## src/rtl/key_event_pkg.sv

```systemverilog
// Shared types and defaults for the key event decoder.
// Holds the FSM state encodings and the default timing constants.
package key_event_pkg;

  typedef enum logic [2:0] {
    KE_IDLE   = 3'd0,
    KE_PRESS1 = 3'd1,
    KE_WAIT2  = 3'd2,
    KE_PRESS2 = 3'd3,
    KE_LONG   = 3'd4
  } ke_state_t;

  localparam int KE_LONG_CNT   = 8;
  localparam int KE_DCLICK_WIN = 6;
  localparam int KE_CNT_W      = 4;

endpackage

```

## src/rtl/key_event_decoder_edge_detect.sv

```systemverilog
// Rise/fall detector on a clean level signal.
// Ports: clk, rst_n, d (level), rise/fall (combinational vs registered d).
module edge_detect (
  input  logic clk,
  input  logic rst_n,
  input  logic d,
  output logic rise,
  output logic fall
);

  logic d_q;

  always_ff @(posedge clk or negedge rst_n) begin
    if (!rst_n) d_q <= 1'b0;
    else        d_q <= d;
  end

  assign rise = d & ~d_q;
  assign fall = ~d & d_q;

endmodule

```

## src/rtl/key_event_decoder.sv

```systemverilog
// Turns a debounced key level into press/release/click/long events.
// Ports: clk, rst_n, btn in; registered pulse outputs plus held level.
module key_event_decoder
  import key_event_pkg::*;
#(
  parameter int LONG_CNT   = KE_LONG_CNT,
  parameter int DCLICK_WIN = KE_DCLICK_WIN,
  parameter int CNT_W      = KE_CNT_W
) (
  input  logic clk,
  input  logic rst_n,
  input  logic btn,
  output logic press_pulse,
  output logic release_pulse,
  output logic short_click,
  output logic double_click,
  output logic long_press,
  output logic held
);

  localparam logic [CNT_W-1:0] LONG_LAST = CNT_W'(LONG_CNT - 1);
  localparam logic [CNT_W-1:0] WIN_LAST  = CNT_W'(DCLICK_WIN - 1);
  localparam logic [CNT_W-1:0] ONE       = CNT_W'(1);

  logic rise;
  logic fall;

  edge_detect u_edge (
    .clk   (clk),
    .rst_n (rst_n),
    .d     (btn),
    .rise  (rise),
    .fall  (fall)
  );

  ke_state_t        state, state_d;
  logic [CNT_W-1:0] cnt, cnt_d;
  logic             sc_d, dc_d, lp_d;

  // Edges take priority over timer expiry in every state.
  always_comb begin
    state_d = state;
    cnt_d   = cnt;
    sc_d    = 1'b0;
    dc_d    = 1'b0;
    lp_d    = 1'b0;
    case (state)
      KE_IDLE: begin
        if (rise) begin
          state_d = KE_PRESS1;
          cnt_d   = '0;
        end
      end
      KE_PRESS1: begin
        if (fall) begin
          state_d = KE_WAIT2;
          cnt_d   = '0;
        end else if (cnt == LONG_LAST) begin
          state_d = KE_LONG;
          lp_d    = 1'b1;
        end else begin
          cnt_d = cnt + ONE;
        end
      end
      KE_WAIT2: begin
        if (rise) begin
          state_d = KE_PRESS2;
        end else if (cnt == WIN_LAST) begin
          state_d = KE_IDLE;
          sc_d    = 1'b1;
        end else begin
          cnt_d = cnt + ONE;
        end
      end
      KE_PRESS2: begin
        if (fall) begin
          state_d = KE_IDLE;
          dc_d    = 1'b1;
        end
      end
      KE_LONG: begin
        if (fall) state_d = KE_IDLE;
      end
      default: begin
        state_d = KE_IDLE;
        cnt_d   = '0;
      end
    endcase
  end

  always_ff @(posedge clk or negedge rst_n) begin
    if (!rst_n) begin
      state         <= KE_IDLE;
      cnt           <= '0;
      press_pulse   <= 1'b0;
      release_pulse <= 1'b0;
      short_click   <= 1'b0;
      double_click  <= 1'b0;
      long_press    <= 1'b0;
      held          <= 1'b0;
    end else begin
      state         <= state_d;
      cnt           <= cnt_d;
      press_pulse   <= rise;
      release_pulse <= fall;
      short_click   <= sc_d;
      double_click  <= dc_d;
      long_press    <= lp_d;
      held          <= (state_d == KE_LONG);
    end
  end

endmodule

```

## config.mk

```make
export PLATFORM = sky130hd
export DESIGN_NAME = key_event_decoder
export DESIGN_NICKNAME = d
export VERILOG_FILES = /design/src/rtl/key_event_pkg.sv /design/src/rtl/key_event_decoder_edge_detect.sv /design/src/rtl/key_event_decoder.sv
export SDC_FILE = /design/constraint.sdc
export NUM_CORES = 1
export LEC_CHECK = 0
export CORE_MARGIN = 10
export CORE_UTILIZATION = 51
export DETAILED_ROUTE_END_ITERATION = 8
export PLACE_DENSITY = 0.75
export SLEW_MARGIN = 10
export SYNTH_ARGS = -nofsm -noshare
export SYNTH_HDL_FRONTEND = slang
export SYNTH_SLANG_ARGS = --single-unit
```

## constraint.sdc

```tcl
create_clock -name clk -period 2.4 [get_ports clk]
set_input_delay 0.24 -clock clk [delete_from_list [all_inputs] [get_ports clk]]
set_output_delay 0.24 -clock clk [all_outputs]
set_load 0.02 [all_outputs]
```

# ---- Word level (Yosys, flattened, before mapping)
# Index checks and enable logic that the tools add are counted.
dict set report totals {
  ff_bits 14
  out_inout_bits 6
  in_bits 3
}
dict set report classes {
  eq_ne 11
  n_addsub 1
  n_reduce_logical 3
  muxes 21
  bitwise 5
}
# op count
set op_table {}
lappend op_table {{$mux 4} 5}
lappend op_table {{$mux 3} 6}
lappend op_table {{$pmux 4 s4} 1}
lappend op_table {{$pmux 3 s4} 1}
lappend op_table {{$eq 4x3->1 const B} 2}
lappend op_table {{$mux 1} 8}
lappend op_table {{$eq 3x2->1 const B} 2}
lappend op_table {{$eq 3x3->1 const B} 2}
lappend op_table {{$ne 2x2->1 const B} 3}
lappend op_table {{$reduce_and 5->1} 1}
lappend op_table {{$add 4x1->4 const B} 1}
lappend op_table {{$eq 3x1->1 const B} 1}
lappend op_table {{$logic_not 3->1} 1}
lappend op_table {{$ne 3x3->1 const B} 1}
lappend op_table {{$not 1->1} 3}
lappend op_table {{$and 1x1->1} 2}
lappend op_table {{$reduce_or 2->1} 1}

# ---- Logic depth before layout (Yosys ltp)
# Gate-level depths: netlist of run 1.
dict set report logic_depth {
  depth_word 5
  ltp_mapped 6
  depth_no_buf 6
}

# ---- By module
# From an unflattened synthesis of run 1, not the netlist that was laid out.
dict set report unflattened {
  hier_cells 64
  hier_area_um2 708.2
}
# mod area_each_um2 instances cells_per_inst seq_area_each_um2
set by_module_without_submodules {}
lappend by_module_without_submodules {key_event_decoder 668.1 1 61 325.3}
lappend by_module_without_submodules {edge_detect 40.0 1 3 25.0}

# ---- Worst setup path before layout of run 1
# OpenSTA, ideal clock, no wires.
dict set report synth_path {
  path_type {reg-to-reg}
  from {register cnt[0]}
  to {register cnt[0]}
  path_buffers 0
  path_stages_with_launch 6
  slack_ns 0.625
  setup_time_ns 0.125
  t_arrival_ns 1.650
  path_cell_list {dfrtp_1 > ha_1 > and3b_1 > o311ai_1 > and3b_4 > mux2_4}
}
dict set report synth_between {
  elab_chain_cells 4
  word_cells_on_any_way 11
}
# element line
set synth_rtl {}
lappend synth_rtl {{start, declared} key_event_decoder.sv:37} ;# logic [CNT_W-1:0] cnt, cnt_d;
lappend synth_rtl {{start signal, assigned} key_event_decoder.sv:103} ;# cnt <= cnt_d;
lappend synth_rtl {{$add 4x1->4} {key_event_decoder.sv:62, key_event_decoder.sv:72}}
lappend synth_rtl {{$mux 4, on equally long branches} {key_event_decoder.sv:68, key_event_decoder.sv:58}}
lappend synth_rtl {{$mux 4, on equally long branches} {key_event_decoder.sv:66, key_event_decoder.sv:55}}
lappend synth_rtl {{$pmux 4 s4} key_event_decoder.sv:47} ;# case (state)
# Several ways; a longest one is shown, not always the timed one. The select of a mux whose other input is x is not followed.
# A chain may end at the register's enable or synchronous reset.

# ---- Worst setup path in the final report of run 1
# Same ends and word-level chain as after synthesis.

==> results.md, run 1 <==
- Outcome: finished, final reports clean
- Synthesized area per cell: 11.5 µm²
- Worst-case hold slack: 0.344 ns
- Crit-path leading delay family: simple AND/OR/NAND/NOR gates
- Number of hold-slack violations in the final timing report: 0
- Number of buffers added for setup after CTS: 0
- Total GRT Usage: 0.0868
- Number of buffers and inverters on the critical path: 0
- Share of the yosys chip area belonging to registers: 0.507
- Final estimated routing congestion in global placement: 0.838
- CTS max path bufs: 2
- Endpoint kind of the worst setup timing path: flop
- Number of instances in the synthesized netlist: 60
- Placement Cell Area: 768 µm²
- Highest-delay cell along the critical path: dfrtp_1
- Hold_buf cts: 0
- VDD IR max: 0.487 mV
- Worst-Skew Late Latency: 0.27 ns
- Antenna-violating nets left: 0
- H-tree lvl count: 1
- Net count after synthesis: 65
- Highest clock frequency the design can meet: 519 MHz
- Detailed-placement wirelength estimate: roughly 910 µm
- Final total negative setup slack: 0 ns
- Total of cells resized after clock tree synthesis: 0
- Post-layout total power: 679 µW
- Max-slew violation total from the final report: 0
- Data arrival time of the worst path: 2.08 ns
- # rows: 13
- Number of global-route vias before repair: 514
- Netlist cell types: 30
- Path type of the worst min-delay path: input pin to asynchronous set/reset pin
- Largest stage delay on the critical path: 0.43 ns
- Start of the worst register-to-register path: cnt[0]$_DFFE_PN0P_
- Effective utilization at floorplan: 0.537
- Final-stage net count: between 70 and 80
- Synthesized cell area: slightly below 700 µm²
- Worst clock skew: 0.00212 ns
- Average routed wire per standard cell: 15.0 µm
- Final instance area: 791 µm²
- Worst-Margin Slew: ~0.6 ns
- Overall die width: 56.8 µm
- Number of port buffers: 8
- IO Count: 9
- Headroom to the max-slew limit: 0.600
- Final clock period utilization by the worst path: 0.803
- Setup violators final: 0
- Global-route wire length before repair: 2.27 mm
- Worst Path Max Fanout: 5
- Vias post-DR: 504
- Number of diodes added for antenna fixing: 0
- CTS root buffer: clkbuf_4
- CP Cell Sequence: ha_1, and3b_1, o311ai_1, and3b_4, mux2_4
- Total number of clock tree sinks: 14
- Data required time at the worst endpoint: 2.56 ns
- CTS clk-pin slew, worst paths: 0.08 ns
- Synthesis-to-layout area growth: 14.5%
- Largest net degree at the start of global routing: 15
- Cts bufs inserted: 3
- Via count normalized by instance count: between 6 and 7
- Total grt overflow: 0
- Number of remaining DRC errors: 0
- Setup repair after global routing missed its margin: no
- CP startpoint: cnt[0]$_DFFE_PN0P_
- Worst setup path category: flop to flop
- Crit path launch type: flop
- MaxCap Viol Count: 0
- Detailed-route wire length: around 1.2 mm
- Cell Pwr Density: between 800 and 900 mW/mm²
- Cell count of the worst reg-to-reg path: 5
- Post-synthesis register bit count: 14
- Leakage power total: 0.000371 µW
- DRT Pass-1 Iters: 4
- Total number of cells along the worst setup path: 5
- Time the worst path needs with I/O delays and setup: 1.93 ns
- Die Height: ~57 µm
- Core footprint: 0.00128 mm²
- Number of design-rule violations left by the first detailed-router iteration: 7
- Clock tree from TritonCTS: yes
- Number of antenna violations at the first check in global routing: 0
- Die Outline Area: 0.00323 mm²
- Yosys warnings: 0
- Fraction of layout instances using a drive strength above 1: 0.118
==> layout by cell type (no fill, tap or decap), types with 3 or more instances in the layout <==
cell type,n
dfrtp_1,14
clkbuf_4,3
inv_1,5
nor2_1,3
clkdlybuf4s50_1,8
nor3_1,5
==> sequential cells by signal, indices dropped and copies added (netlist names) <==
name,cells
cnt,4
double_click,1
held,1
long_press,1
press_pulse,1
release_pulse,1
short_click,1
state,3
u_edge.d_q,1
==> worst reg2reg max path, delay by kind of cell (launching register included) <==
| family | cells | cell delay [ns] |
|---|---|---|
| adder cells (fa/ha/maj) | 1 | 0.21 |
| multiplexers | 1 | 0.30 |
| AO/OA/AOI/OAI | 1 | 0.36 |
| flip-flops | 1 | 0.43 |
| AND/OR/NAND/NOR | 2 | 0.51 |
==> worst paths after layout <==
path / endpoint / slack (ns)
min in group clk: u_edge.d_q$_DFF_PN0_ / 0.46
worst min register to register: cnt[3]$_DFFE_PN0P_ / 0.58
worst min-delay path: double_click$_DFF_PN0_ / 0.34
worst max register to register: cnt[0]$_DFFE_PN0P_ / 0.47
max in group asynchronous: cnt[1]$_DFFE_PN0P_ / 1.67
worst max-delay path: cnt[0]$_DFFE_PN0P_ / 0.47
==> synthesized netlist by cell type <==
| master | instances | area [µm²] |
|---|---|---|
| a211o_1 | 1 | 8.76 |
| a21oi_1 | 2 | 10.0 |
| a22o_1 | 1 | 8.76 |
| a31oi_1 | 1 | 6.26 |
| and2b_1 | 1 | 7.51 |
| and3_1 | 1 | 6.26 |
| and3b_1 | 1 | 8.76 |
| and3b_4 | 1 | 12.5 |
| and4_1 | 2 | 17.5 |
| and4bb_1 | 1 | 12.5 |
| buf_2 | 2 | 10.0 |
| buf_6 | 1 | 11.3 |
| dfrtp_1 | 14 | 350 |
| ha_1 | 2 | 25.0 |
| inv_1 | 5 | 18.8 |
| mux2_2 | 1 | 11.3 |
| mux2_4 | 2 | 30.0 |
| nand2_1 | 1 | 3.75 |
| nand2b_1 | 2 | 12.5 |
| nand3_1 | 1 | 5.00 |
| nand4b_1 | 1 | 8.76 |
| nor2_1 | 3 | 11.3 |
| nor2b_1 | 2 | 12.5 |
| nor3_1 | 5 | 25.0 |
| nor4b_1 | 1 | 8.76 |
| o2111a_1 | 1 | 11.3 |
| o22a_2 | 1 | 10.0 |
| o311ai_0 | 1 | 8.76 |
| o311ai_1 | 1 | 8.76 |
| o32ai_1 | 1 | 8.76 |
==> area by class of cell <==
type	instances	area [µm²]
timing repair buffer	8	80.1
fill	114	494
clock buffer	3	22.5
multi-input combinational	38	300
inverter	5	18.8
tap	15	18.8
sequential	14	350
==> routing by layer <==
layer / global-route usage / share of wire / vias up / routed length [µm]
li1: - / - / 238 / -
met1: 0.103 / 0.42 / 234 / 522
met2: 0.119 / 0.45 / 28 / 557
met3: 0.0517 / 0.10 / 4 / 130
met4: 0.0436 / 0.025 / 0 / 31
met5: 0 / 0 / - / 0
==> per-stage QoR <==
| step | std cells | worst slack (ns) | util |
|---|---|---|---|
| after floorplan | 60 | 0.625 | - |
| after global routing | 83 | 0.293 | 0.615 |
| after detailed placement | 80 | 0.345 | 0.598 |
| final | 83 | 0.474 | 0.615 |
| after CTS | 83 | 0.474 | 0.615 |
| after global placement | 80 | 0.420 | 0.598 |
==> kinds of logic after synthesis <==
logic type               after synthesis  synth area share
multiplexers                           3            0.0598
adder cells (fa/ha/maj)                2            0.0362
buffers and inverters                  8            0.0580
flip-flops                            14             0.507
AND/OR/NAND/NOR                       23             0.221
AO/OA/AOI/OAI                         10             0.118
==> where the power goes <==
group	leakage (µW)	internal, µW	switching [µW]
clock network	0.0000138	58.0	68.0
logic	0.000172	119	96.8
registers	0.000185	275	62.2
total	0.000371	452	227
Note: power is estimated with default switching activity, not from simulation.
==> inputs of run 2 (changes only) <==
==> constraint.sdc (replaced) <==
create_clock -name clk -period 1.8 [get_ports clk]
set_input_delay 0.18 -clock clk [delete_from_list [all_inputs] [get_ports clk]]
set_output_delay 0.18 -clock clk [all_outputs]
set_load 0.02 [all_outputs]
==> run 2 against run 1 <==
Against the previous run: utilization grew 9.6 points; die area is the same; global-route usage grew 1.0 points; clock power grew 41%; maximum frequency grew 8.5%; first-iteration DRC count rose by 130%.
==> results.md, run 2 (synthesized netlist as in run 1, its figures left out) <==
- Outcome: finished, final reports clean
- Area taken by flip-flops and latches: 350 µm²
- Number of global-route vias before repair: 550
- Final-stage net count: 88
- Headroom to the max-slew limit: 0.583
- Number of hold-slack violations in the final timing report: 0
- Leakage power total: about 0.00044 µW
- Filler cell count: 96
- Multi-input logic area: 327 µm²
- Fraction of layout instances using a drive strength above 1: 0.321
- Crit path launch type: flop
- Data arrival time of the worst path: 1.95 ns
- Setup violators final: 0
- Most flop-heavy register: cnt
- Via count normalized by instance count: about 5.7
- Worst clock skew: 0.00276 ns
- CTS max path bufs: 2
- Worst Path Max Fanout: 3
- Time the worst path needs with I/O delays and setup: 1.77 ns
- Total GRT Usage: 0.0970
- Worst-Margin Slew: slightly above 0.6 ns
- Die Height: 56.8 µm
- Number of antenna violations at the first check in global routing: 0
- Number of design-rule violations left by the first detailed-router iteration: 16
- Detailed-placement wirelength estimate: 1.01 mm
- Highest clock frequency the design can meet: 563 MHz
- Endpoint kind of the worst setup timing path: flop
- Global-route wire length before repair: 2.53 mm
- # rows: 13
- Number of diodes added for antenna fixing: 0
- Registers with the most flip-flops: cnt x4, state x3
- H-tree lvl count: 1
- Final clock period utilization by the worst path: 0.986
- Path type of the worst min-delay path: input pin to asynchronous set/reset pin
- Cell Pwr Density: around 1200 mW/mm²
- Average routed wire per standard cell: 15.6 µm
- Cell count of the worst reg-to-reg path: 6
- Clock tree from TritonCTS: yes
- Number of remaining DRC errors: 0
- Vias post-DR: 546
- Worst-case hold slack: 0.279 ns
- Max-slew violation total from the final report: 0
- Total number of clock tree sinks: 14
- Worst setup path category: flop to flop
- VDD IR max: approximately 0.6 mV
- Largest net degree at the start of global routing: 15
- Effective utilization at floorplan: 0.537
- Data required time at the worst endpoint: 1.98 ns
- CTS root buffer: clkbuf_4
- Core footprint: 0.00128 mm²
- Total grt overflow: 0
- MaxCap Viol Count: 0
- Number of port buffers: 8
- Post-route non-filler standard cell count: 96
- DRT Pass-1 Iters: 4
- Largest register FFs: 4
- Most frequent cells in the layout: 14 x dfrtp_1, 13 x buf_4, 8 x clkdlybuf4s50_1, 5 x inv_1, 5 x nor3_1
- IO Count: 9
- Instance count after placement with tap cells included: 91
- Cts bufs inserted: 3
- Worst-Skew Late Latency: 0.28 ns
- Synthesis-to-layout area growth: 32.4%
- Overall die width: roughly 57 µm
- Final estimated routing congestion in global placement: 0.849
- Leading cell type in the layout, fill and taps excluded: dfrtp_1
- Die Outline Area: ~0.0032 mm²
- Detailed-route wire length: ~1.5 mm
- Antenna-violating nets left: 0
- CTS clk-pin slew, worst paths: 0.08 ns
- Setup repair after global routing missed its margin: yes
run 2: path summary, 6_finish.rpt:
| path | endpoint | start | slack [ns] |
|---|---|---|---|
| worst max register to register | cnt[1]$_DFFE_PN0P_ | cnt[1]$_DFFE_PN0P_ | 0.03 |
| min in group clk | u_edge.d_q$_DFF_PN0_ | btn | 0.38 |
| worst min register to register | state[0]$_DFF_PN0_ | state[2]$_DFF_PN0_ | 0.58 |
| max in group asynchronous | u_edge.d_q$_DFF_PN0_ | rst_n | 1.12 |
| worst max-delay path | cnt[1]$_DFFE_PN0P_ | cnt[1]$_DFFE_PN0P_ | 0.03 |
| worst min-delay path | cnt[1]$_DFFE_PN0P_ | rst_n | 0.28 |
run 2: layout make-up:
type / count / area share
Clock buffer: 3 / 0.0246
Multi-Input combinational cell: 38 / 0.357
Tap cell: 15 / 0.0205
Sequential cell: 14 / 0.383
Inverter: 5 / 0.0205
Timing Repair Buffer: 21 / 0.194
run 2: routing by layer:
layer | GRT usage | vias up | part of all wire
met1 | 0.109 | 253 | 0.42
met4 | 0.0503 | 0 | 0.024
met2 | 0.144 | 25 | 0.45
met5 | 0 | - | 0
met3 | 0.0517 | 5 | 0.10
li1 | - | 263 | -
run 2: timing repair:
item,in CTS,in global routing
hold buffers,0,0
setup endpoints to repair,2,2
gates resized for setup,1,5
setup buffers,1,1
pin swaps,1,0
run 2: per-stage QoR:
step           area, µm²  power, µW  TNS, ns   util  worst slack [ns]
4_1_cts              888       1050        0  0.691          0.000526
3_3_place_gp         851        830   -0.215  0.662            -0.105
5_1_grt              915       1160  -0.0514  0.712           -0.0324
3_5_place_dp         851        841   -0.460  0.662            -0.176
2_1_floorplan        691        697        0      -            0.0249
6_report             915       1080        0  0.712            0.0254
run 2: critical path: stages (launching register included):
cell	delay (ns)
dfrtp_1	0.39
inv_1	0.06
ha_2	0.16
and3b_2	0.24
o311ai_4	0.26
and3b_4	0.26
mux2_4	0.30
run 2: power by group:
group          switching (µW)  internal, µW
clock network             100          77.8
registers                56.8           367
logic                     210           273
total                     367           718
==> patch 1 (config.mk and constraints of run 1) <==
Make the reset (`rst_n`) synchronous in 2 clocked blocks.
--- a/src/rtl/key_event_decoder_edge_detect.sv
+++ b/src/rtl/key_event_decoder_edge_detect.sv
@@ -11,5 +11,5 @@
   logic d_q;
 
-  always_ff @(posedge clk or negedge rst_n) begin
+  always_ff @(posedge clk) begin
     if (!rst_n) d_q <= 1'b0;
     else        d_q <= d;
--- a/src/rtl/key_event_decoder.sv
+++ b/src/rtl/key_event_decoder.sv
@@ -89,5 +89,5 @@
   end
 
-  always_ff @(posedge clk or negedge rst_n) begin
+  always_ff @(posedge clk) begin
     if (!rst_n) begin
       state         <= KE_IDLE;
Behaviour: differs if rst_n is asserted again (counterexample within 4 cycles, from zero or initial values and one cycle with rst_n low); with rst_n held inactive, the same outputs for 10 cycles.
==> patch 1 against run 1 <==
Sequential cell count stayed put. Final area is 1.4% higher. Setup slack better by 200 ps. Synthesized area is 2.0% lower. Synthesized cell count is 23% higher. Wire length is 3.5% lower. Via count is 3.6% higher. Hold slack better by 170 ps.
Power is not compared: it rests on default switching activity, and its combinational part moved more than twofold at a synthesized area within 25%.
==> patch 1: results (changes against run 1) <==
- The total wire length came to 1200 um (was 1240 um).
- The slew at the pin closest to its max-slew limit is 398 ps (was 599 ps).
* M2 GR Usage: 0.121 (was 0.119)
- Met3 track demand over resource: 0.0315 (was 0.0517)
- The endpoint arrival time on the critical path was 1890 ps (was 2080 ps).
- The peak per-stage delay on the critical path is 370 ps (was 430 ps).
- The via density per instance came to 5.27 (was 6.07).
- Global-route track usage on met1: 0.0910 (was 0.103)
- Sum of net half-perimeters after detailed placement: 953 um (was 906 um)
- The dominant delay contributor by cell family on the critical path is compound AO/OA/AOI/OAI gates (was simple AND/OR/NAND/NOR gates).
- Run status: finished clean (unchanged).
- First-pass GRT wire length: 2100 um (was 2270 um)
- Biggest area contributors in the synthesized netlist: dfxtp_1 (41%), nor2_1 (5.5%), o311ai_4 (3.9%) (was dfrtp_1 (51%), mux2_4 (4.3%), ha_1 (3.6%)).
* Syn Nets: 79 (was 65)
- Fraction of final layout cells sized beyond drive strength 1: 0.119 (was 0.118)
- Worst r2r src: cnt[1] (was cnt[0])
* Post-synthesis sequential area ratio: 0.414 (was 0.507)
* CP max-delay cell: dfxtp_1 (was dfrtp_1)
- Top cells by instance count after synthesis: dfxtp_1 (14), nor2_1 (10), nand2_1 (5) (was dfrtp_1 (14), inv_1 (5), nor3_1 (5), nor2_1 (3))
- Overall track demand over capacity in global routing: 0.0789 (was 0.0868)
- Final RePlAce weighted congestion: 0.741 (was 0.838)
- Post-placement setup slack: 512 ps (was 345 ps)
* Final net count: 90 (was 75)
- The critical register-to-register path endpoint is cnt[3] (was cnt[0]).
- Min-delay worst type: reg -> reg (was in -> async)
- Clock Skew: 4.73 ps (was 2.12 ps)
* Largest net degree at the start of global routing: 12 (was 15)
- The count of TritonRoute iterations in the first routing pass was 4 (unchanged).
* FF-to-FF setup slack: 670 ps (was 470 ps)
- The count of cells along the worst register-to-register path is 7 (was 5).
==> patch 1: changes by cell type in the layout (fill, tap and decap cells not counted), moves of 3 or more <==
cell	run 1	this run
nor2_1	3	10
nor3_1	5	2
dfrtp_1	14	0
dfxtp_1	0	14
nand2_1	1	5
==> patch 1: worst register-to-register path, cell delays in order, from the launching register on <==
cell      delay [ps]
dfxtp_1          370
inv_1             60
ha_1             190
and3b_1          210
o311ai_4         220
o311a_4          270
a21boi_1         210
o32ai_2           90
==> patch 1: final cells by class <==
class,instances,area (um^2)
flip-flops and latches,14,280
inverters,4,15.0
multi-input cells,54,372
fillers,116,467
clock buffers,4,36.3
well taps,15,18.8
repair buffers,8,80.1
==> patch 1: cell families (layout without fill, tap and decap cells) <==
kind of cell,Yosys count,in the layout,synth area share
AO/OA/AOI/OAI,13,13,0.185
buffers and inverters,6,16,0.0369
flip-flops,14,14,0.414
adder cells (fa/ha/maj),2,2,0.0370
AND/OR/NAND/NOR,37,37,0.298
multiplexers,2,2,0.0296
==> patch 1: how the worst max path moves through the flow <==
stage / from / end / slack [ps] / depth (start not counted)
final: cnt[1] / cnt[3] / 670 / 7
after global placement: btn / cnt[3] / 530 / 6
after floorplan: cnt[1] / cnt[3] / 800 / 7
after detailed placement: btn / cnt[3] / 510 / 6
after CTS: cnt[1] / cnt[3] / 650 / 7
after global routing: cnt[1] / cnt[3] / 530 / 7
==> patch 1: power by group through the flow <==
stage / clock network, W / logic (W) / registers (W)
6_report: 0.000166 / 0.0000509 / 0.000246
5_1_grt: 0.000184 / 0.0000569 / 0.000247
4_1_cts: 0.000173 / 0.0000511 / 0.000246
3_5_place_dp: 0 / 0.0000510 / 0.000251
3_3_place_gp: 0 / 0.0000505 / 0.000251
2_1_floorplan: 0 / 0.0000412 / 0.000248
==> patch 1: metrics by stage <==
step / instances / instance area (um^2) / hold WS [ps] / utilization / power [W]
2_1_floorplan: 74 / 677 / 362 / - / 0.000289
3_3_place_gp: 95 / 766 / 491 / 0.604 / 0.000302
3_5_place_dp: 95 / 766 / 505 / 0.604 / 0.000302
4_1_cts: 99 / 802 / 517 / 0.632 / 0.000470
5_1_grt: 99 / 802 / 543 / 0.632 / 0.000488
6_report: 99 / 802 / 513 / 0.632 / 0.000463
==> patch 1: metal layers <==
| metal | wire (um) | vias up |
|---|---|---|
| met1 | 557 | 236 |
| li1 | - | 280 |
| met3 | 55 | 0 |
| met2 | 584 | 6 |
| met4 | 0 | 0 |
| met5 | 0 | - |
==> patch 2 (settings of run 1) <==
Without the edit above. Change the package constant `KE_CNT_W` from 4 to 5.
--- a/src/rtl/key_event_pkg.sv
+++ b/src/rtl/key_event_pkg.sv
@@ -13,5 +13,5 @@
   localparam int KE_LONG_CNT   = 8;
   localparam int KE_DCLICK_WIN = 6;
-  localparam int KE_CNT_W      = 4;
+  localparam int KE_CNT_W      = 5;
 
 endpackage
Check against the original RTL: same outputs for any inputs over 10 cycles, from zero or initial values and one cycle with rst_n low; that may be too few to reach the edited logic, so the function may still have changed.
==> patch 2 against run 1 <==
Clock skew shrank 1.8 ps. Sequential cell count increased by 1. Critical endpoint unchanged. Final area grew 11%. Total power rose by 7.4%. Clock power rose by 11%. Core utilization grew 2.8 points. Synthesized area is 11% higher. Wire length grew 12%. Setup slack got worse by 92 ps.
==> patch 2: results (changes against run 1) <==
* DRT Wirelength: 1380 um (was 1240 um)
- The final worst clock skew was 0.333 ps (was 2.12 ps).
- The share of async-settable or async-resettable flops after synthesis came to 1.00 (unchanged).
- Crit path max fanout: 6 (was 5)
- Final net count: 85 (was 75)
- Cell leakage power: 0.409 nW (was 0.371 nW)
- The overall routing resource usage was 0.0850 (was 0.0868).
- The routability-driven placement congestion ratio came to 0.829 (was 0.838).
- The clock tree buffer depth came to 2 (unchanged).
* DR iter-0 viols: 14 (was 7)
- First-pass GRT wire length: 2320 um (was 2270 um)
- Registers with the most flip-flops: cnt: 5 flops, state: 3 flops (was cnt: 4 flops, state: 3 flops).
* Warnings from Yosys: 0 (unchanged)
* Transition time at the pin with the least slew margin: 641 ps (was 599 ps)
- The count of port buffers added during placement is 8 (unchanged).
- The number of CTS-inserted buffers was 3 (unchanged).
- The sequential element share of the synthesized area came to 0.489 (was 0.507).
- Startpoint kind of the worst setup timing path: flip-flop (unchanged)
- Number of library cell types mapped by synthesis: 32 (was 30)
* Vias in the first global route: 518 (was 514)
* Max rail drop VDD: 0.454 mV (was 0.487 mV)
- The count of TritonRoute iterations in the first routing pass was 4 (unchanged).
- Post-CTS Resized: 0 (unchanged)
* Largest net degree at the start of global routing: 16 (was 15)
* Fraction of final layout cells sized beyond drive strength 1: 0.165 (was 0.118)
* Clk slew on worst S/H paths: 80 ps (about the same)
- Syn Nets: 74 (was 65)
- The via density per instance is 5.74 (was 6.07).
- Sum of net half-perimeters after detailed placement: 1040 um (was 906 um)
- The post-placement worst setup slack came to 293 ps (was 345 ps).
- Instance area at placement: 853 um^2 (was 768 um^2)
- Worst r2r src: cnt[0] (unchanged)
- Top cells by instance count after synthesis: dfrtp_1 (15), nor2_1 (6), a21oi_1 (5), inv_1 (4), nand2_1 (3) (was dfrtp_1 (14), inv_1 (5), nor3_1 (5), nor2_1 (3))
- Biggest area contributors in the synthesized netlist: dfrtp_1 (49%), mux2_4 (3.9%), o311ai_4 (3.4%) (was dfrtp_1 (51%), mux2_4 (4.3%), ha_1 (3.6%))
- Cell at the root of the clock tree: clkbuf_4 (unchanged)
- Critical path data arrival time: 2180 ps (was 2080 ps)
- Run status: finished clean (unchanged).
==> patch 2: per-layer routing <==
metal  track usage  vias up  part of all wire
met2         0.126       12              0.45
met3        0.0365        2             0.079
met4        0.0393        0            0.0043
li1              -      271                 -
met5             0        -                 0
met1         0.103      255              0.47
==> patch 2: stage by stage <==
step                      cells  total power [W]
after CTS                    94         0.000737
after global placement       90         0.000584
after floorplan              69         0.000546
after global routing         94         0.000782
final                        94         0.000729
after detailed placement     90         0.000592
==> patch 2: logic make-up after synthesis <==
group / count (synthesis) / share of synthesized area
AO/OA/AOI/OAI: 15 / 0.153
adder cells (fa/ha/maj): 2 / 0.0326
buffers and inverters: 7 / 0.0440
flip-flops: 15 / 0.489
multiplexers: 2 / 0.0392
AND/OR/NAND/NOR: 28 / 0.241
==> patch 2: cell type report <==
type                    count  area, um^2
fillers                   119         487
flip-flops and latches     15         375
multi-input cells          47         358
repair buffers              8        80.1
clock buffers               4        26.3
inverters                   5        21.3
well taps                  15        18.8
==> patch 2: worst max-delay path: stages (launching register included) <==
cell and delay, ps:
dfrtp_1 430, ha_1 210, nor4bb_2 190, or3_4 390, o311ai_4 120, nor2b_4 270, mux2_4 310
==> patch 2: final timing paths <==
check / slack [ps] / cells after the start / end
min in group clk: 500 / 1 / u_edge.d_q
min: 360 / 1 / short_click
max: 380 / 6 / cnt[0]
max in group asynchronous: 1640 / 1 / cnt[1]
min reg2reg: 570 / 1 / cnt[1]
max reg2reg: 380 / 6 / cnt[0]
==> patch 2: where the power goes <==
part | switching [W] | internal (W)
registers | 0.0000505 | 0.000284
logic | 0.000124 | 0.000131
clock network | 0.0000754 | 0.0000644
